$ cat config.mk
export PLATFORM = sky130hd
export DESIGN_NAME = unsigned_mul_8x8_ha_array_accum
export DESIGN_NICKNAME = d
export VERILOG_FILES = /design/src/rtl/unsigned_mul_8x8_ha_array_accum.sv
export SDC_FILE = /design/constraint.sdc
export NUM_CORES = 1
export LEC_CHECK = 0
export CORE_ASPECT_RATIO = 0.75
export CORE_MARGIN = 4
export CORE_UTILIZATION = 55
export DETAILED_ROUTE_END_ITERATION = 6
export PLACE_DENSITY_LB_ADDON = 0.08
export SYNTH_ARGS = -nofsm -noshare
export SYNTH_HDL_FRONTEND = slang
export SYNTH_SLANG_ARGS = --single-unit
$ cat constraint.sdc
create_clock -name clk -period 8 [get_ports clk]
set_clock_uncertainty 0.2 [all_clocks]
set_input_delay 1.6 -clock clk [delete_from_list [all_inputs] [get_ports clk]]
set_output_delay 1.6 -clock clk [all_outputs]
set_load 0.02 [all_outputs]
$ cat src/rtl/unsigned_mul_8x8_ha_array_accum.sv
// Final accumulation stage of the 8x8 approximate unsigned multiplier.
// Weights the four reduced partial-product rows from the half-adder array and
// sums them over a 3-stage valid/ready pipeline. Sums that need a 17th bit
// saturate to 16'hFFFF, raise ovf, and are counted in sat_count.
module unsigned_mul_8x8_ha_array_accum #(
    parameter int SAT_CNT_W = 8
) (
    input  logic                 clk,
    input  logic                 rst_n,
    input  logic                 in_valid,
    output logic                 in_ready,
    input  logic [8:0]           ha_array_0_t,
    input  logic [6:0]           ha_array_0_b,
    input  logic [8:0]           ha_array_1_t,
    input  logic [6:0]           ha_array_1_b,
    input  logic [8:0]           ha_array_2_t,
    input  logic [6:0]           ha_array_2_b,
    input  logic [8:0]           ha_array_3_t,
    input  logic [6:0]           ha_array_3_b,
    output logic                 out_valid,
    input  logic                 out_ready,
    output logic [15:0]          product,
    output logic                 ovf,
    input  logic                 sat_clr,
    output logic [SAT_CNT_W-1:0] sat_count
);

    // Row inputs gathered into arrays so the per-row logic can be generated.
    logic [8:0] row_t   [4];
    logic [6:0] row_b   [4];
    logic [9:0] row_val [4];

    assign row_t[0] = ha_array_0_t;
    assign row_t[1] = ha_array_1_t;
    assign row_t[2] = ha_array_2_t;
    assign row_t[3] = ha_array_3_t;
    assign row_b[0] = ha_array_0_b;
    assign row_b[1] = ha_array_1_b;
    assign row_b[2] = ha_array_2_b;
    assign row_b[3] = ha_array_3_b;

    // Pipeline state.
    logic                 s1_valid_reg;
    logic [9:0]           s1_row_reg [4];
    logic                 s2_valid_reg;
    logic [12:0]          p01_reg;
    logic [12:0]          p23_reg;
    logic                 s3_valid_reg;
    logic [15:0]          product_reg;
    logic                 ovf_reg;
    logic [SAT_CNT_W-1:0] sat_count_reg;

    // Flow control: a stage moves forward when the next one is empty or moving.
    logic        s1_adv;
    logic        s2_adv;
    logic        s3_adv;
    logic        in_accept;
    logic [12:0] p01_next;
    logic [12:0] p23_next;
    logic [16:0] sum_next;

    assign s3_adv    = s3_valid_reg & out_ready;
    assign s2_adv    = s2_valid_reg & (~s3_valid_reg | s3_adv);
    assign s1_adv    = s1_valid_reg & (~s2_valid_reg | s2_adv);
    assign in_ready  = ~s1_valid_reg | s1_adv;
    assign in_accept = in_valid & in_ready;

    // Row k value: t bits at offset 0, b bits two places higher (row base 2^(2k) applied later).
    // Row pairs combine with a 2-bit shift; the two pair sums then combine with a 4-bit shift.
    assign p01_next = 13'(s1_row_reg[0]) + 13'({s1_row_reg[1], 2'b00});
    assign p23_next = 13'(s1_row_reg[2]) + 13'({s1_row_reg[3], 2'b00});
    assign sum_next = 17'(p01_reg) + 17'({p23_reg, 4'b0000});

    generate
        for (genvar gi = 0; gi < 4; gi++) begin : g_row
            assign row_val[gi] = 10'(row_t[gi]) + {1'b0, row_b[gi], 2'b00};

            // Stage 1 row register: captures this row's value only on accept.
            always_ff @(posedge clk or negedge rst_n) begin
                if (!rst_n) begin
                    s1_row_reg[gi] <= '0;
                end else if (in_accept) begin
                    s1_row_reg[gi] <= row_val[gi];
                end
            end
        end
    endgenerate

    // Stage 1 occupancy.
    always_ff @(posedge clk or negedge rst_n) begin
        if (!rst_n) begin
            s1_valid_reg <= 1'b0;
        end else if (in_accept) begin
            s1_valid_reg <= 1'b1;
        end else if (s1_adv) begin
            s1_valid_reg <= 1'b0;
        end
    end

    // Stage 2: pairwise row sums.
    always_ff @(posedge clk or negedge rst_n) begin
        if (!rst_n) begin
            s2_valid_reg <= 1'b0;
            p01_reg      <= '0;
            p23_reg      <= '0;
        end else if (s1_adv) begin
            s2_valid_reg <= 1'b1;
            p01_reg      <= p01_next;
            p23_reg      <= p23_next;
        end else if (s2_adv) begin
            s2_valid_reg <= 1'b0;
        end
    end

    // Stage 3: final sum with saturation; outputs hold while the consumer stalls.
    always_ff @(posedge clk or negedge rst_n) begin
        if (!rst_n) begin
            s3_valid_reg <= 1'b0;
            product_reg  <= '0;
            ovf_reg      <= 1'b0;
        end else if (s2_adv) begin
            s3_valid_reg <= 1'b1;
            product_reg  <= sum_next[16] ? 16'hFFFF : sum_next[15:0];
            ovf_reg      <= sum_next[16];
        end else if (s3_adv) begin
            s3_valid_reg <= 1'b0;
        end
    end

    // Saturation-event counter: sticks at all-ones, clear has priority.
    always_ff @(posedge clk or negedge rst_n) begin
        if (!rst_n) begin
            sat_count_reg <= '0;
        end else if (sat_clr) begin
            sat_count_reg <= '0;
        end else if (s3_adv && ovf_reg && (sat_count_reg != {SAT_CNT_W{1'b1}})) begin
            sat_count_reg <= sat_count_reg + SAT_CNT_W'(1);
        end
    end

    assign out_valid = s3_valid_reg;
    assign product   = product_reg;
    assign ovf       = ovf_reg;
    assign sat_count = sat_count_reg;

endmodule
==> flow_summary.ini <==
[flow_run]
cap_violations = 0

[yosys]
post_synth_and_or_nand_nor_area_fraction_pct = 9.25
proportion_of_synthesized_area_in_mux_cells_pct = 5.02
most_area_hungry_cell_type_in_the_yosys_netlist = dfrtp_1
synth-edff-count = 0
synth.lib_cells_used.distinct = 49
synth_seq_cells = 94
synth_fa_ha_area_share_pct = 14.6
postSynth.asyncResetShare_pct = 100
yosys.area_share.xor_xnor_pct = 7.52
syn_avg_cell_area_um2 = 10.3
yosys_most_used_dff = dfrtp_1
yosysWarnings = 0
synthCells = 545
synth.most_common_cell = dfrtp_1
yosys-top-cells-area = dfrtp_1 (42%), ha_1 (12%), mux2_1 (4.4%)
post_synth_most_frequent_cells = dfrtp_1 (94), ha_1 (54), nand2_1 (52)
yosys.area.top_type_share_pct = 42.1
synth_top_family_by_area = compound AO/OA/AOI/OAI gates
synth.yosys.seq_area_share_pct = 42.1
syn_nets = 675
synth.cell_area_um2 = 5590
synth-compound-area-share_pct = 18.9

[floorplan]
floorplan.core_area_um2 = 9770
die_width_um = 124
design.die.area_um2 = 11900
vertical_extent_of_the_die_um = 95.3
site_row_count = 31
initial_utilization_pct = 57.2
i_o_pin_cnt = 96

[critical_path]
crit_arrival_ns = 2.95
r2r_slack_ns = 5.01
critical_path.startpoint_type = input pin
critical_path.max_stage_delay_ns = 0.57
critical_path.reg2reg.endpoint = product[4]
critPathMaxFanout = 3
worst_endpoint_required_time_ns = 6.20
reg2reg_start = p01_reg[4]
timing.critical_path.to_type = output pin
crit_path_cell_trace = clkdlybuf4s50_1 > nor2b_1 > nand3_1 > clkdlybuf4s50_1
cpMaxStageDelayCell = clkdlybuf4s50_1
reg2reg_depth = 8
worst_path_most_repeated_cell = clkdlybuf4s50_1
timing.setup.critical_path_class = in -> out

[timing]
timing.slew.headroom_pct = 48.2
fin_crit_ns = 4.75
report.final.setup_viol = 0
slew_violations = 0
tightest_slew_ns = 0.757
sum_neg_setup_slack_ns = 0
rsz0062_at_grt = no
fin_crit_sh_pct = 59.4
report.final.hold_viol_count = 0
maxClockFrequency_mhz = 211

[global_route]
initial_antenna_violation_count = 0
grt_util_all_layers_pct = 19.6
largest_net_degree_at_the_start_of_global_routing = 65
grt_first_pass_wirelength_um = 19100
grt_pass1_vias = 4206
grt-ovfl-total = 0

[min_path]
whs_path_depth = 1
holdPathEnd = s1_row_reg[31]
worst_hold_path_type = reg -> reg
min-delay-start = s1_row_reg[31]

[clock_network]
insertion_delay_ns = 0.34
clock_pin_slew_reported_for_the_worst_setup_and_hold_paths_after_clock_tree_synthesis_ns = 0.06
cts_tree = done
cts.repair.resized = 0
clock_tree.htree_level_count = 3
cts_setup_buffers = 0
maximum_count_of_clock_buffers_along_a_single_path = 2
tritoncts.num_buffers = 9
clock_tree.root_cell = clkbuf_16
tritoncts_num_sinks = 94
hold_buffers = 0

[routing]
drc = 0
routed-via-count = 4258
detail-route-antenna-nets = 0
first_pass_iters = 4
drt_first_iter_violations = 161
drt-wirelength-per-cell_um = 14.4
average_vias_per_placed_instance = 5.48
routed_wirelength_um = 11200

[cells_and_area]
area.sequential_um2 = 2350
finalCoreUtilization_pct = 71.1
synthToLayoutAreaGrowth_pct = 24.4
number_of_flip_flops_under_the_largest_register_name = 40
num-fill-cells = 794
nets = 770
multi_input_area_um2 = 3090
n_antenna_cell = 0
final_layout_size_suffix_gt1_share_pct = 4.03

[placement]
port_buffers = 95
detailedPlacementHpwl_um = 8720
globalplace.congestion = 0.843

[power]
total_leakage_power_nw = 3.08
totalPowerFinal_mw = 1.99
powerDensity_nw_per_um2 = 287
vdd_drop_max_v = 0.000149

[run_status]
status = completed
-- metal layers --
layer	vias up	GRT usage (%)	part of all wire [%]	wire [um]
li1	2136	-	-	-
met2	70	34.9	50	5550
met1	2042	24.7	46	5100
met3	10	4.31	3.7	418
met4	0	4.74	1.0	116
met5	-	0	0	0
-- critical path, delay by kind of cell --
kind / cells / cell delay (ns)
simple gates: 2 / 0.34
buf+inv: 2 / 1.01
-- where the power goes --
part / total, mW / leakage (nW) / internal [mW] / switching, mW
registers: 0.707 / 1.13 / 0.614 / 0.0932
clock network: 0.403 / 0.135 / 0.221 / 0.183
logic: 0.884 / 1.82 / 0.433 / 0.450
-- worst max path at each step --
| stage | start | end | slack, ns |
|---|---|---|---|
| 2_1_floorplan | out_ready | in_ready | 4.24 |
| 3_3_place_gp | out_ready | in_ready | 3.26 |
| 3_5_place_dp | out_ready | in_ready | 3.24 |
| 4_1_cts | out_ready | in_ready | 3.24 |
| 5_1_grt | out_ready | in_ready | 3.14 |
| 6_report | out_ready | in_ready | 3.25 |
-- cells in the final DEF (no fill, tap or decap), drive strengths merged, types with 22 or more instances in the layout --
master,instances
a21oi,36
clkdlybuf4s50,94
dfrtp,94
ha,54
inv,24
mux2,24
nand2,53
nor2,25
o21ai,54
xnor2,26
xor2,22
-- layout make-up --
| cell class | instances | area share, % |
|---|---|---|
| Timing Repair Buffer | 98 | 14.0 |
| Clock inverter | 6 | 0.666 |
| Inverter | 23 | 1.24 |
| Multi-Input combinational cell | 414 | 44.5 |
| Clock buffer | 10 | 3.44 |
| Sequential cell | 94 | 33.8 |
| Tap cell | 132 | 2.38 |
-- cells by family (layout without fill, tap and decap cells) --
family	Yosys count	after routing
XOR/XNOR	48	48
adder cells (fa/ha/maj)	61	61
flip-flops	94	94
multiplexers	25	25
AO/OA/AOI/OAI	164	164
AND/OR/NAND/NOR	116	116
buffers and inverters	37	137
-- per-stage QoR --
stage               instance area [um^2]  setup slack, ns  hold WS, ns  instances
floorplan                           5590             4.24        0.253        545
global placement                    6660             3.26        0.264        761
detailed placement                  6660             3.24        0.272        761
CTS                                 6950             3.24        0.290        777
global route                        6950             3.14        0.309        777
finish                              6950             3.25        0.287        777
Note: power is estimated with default switching activity, not from simulation.
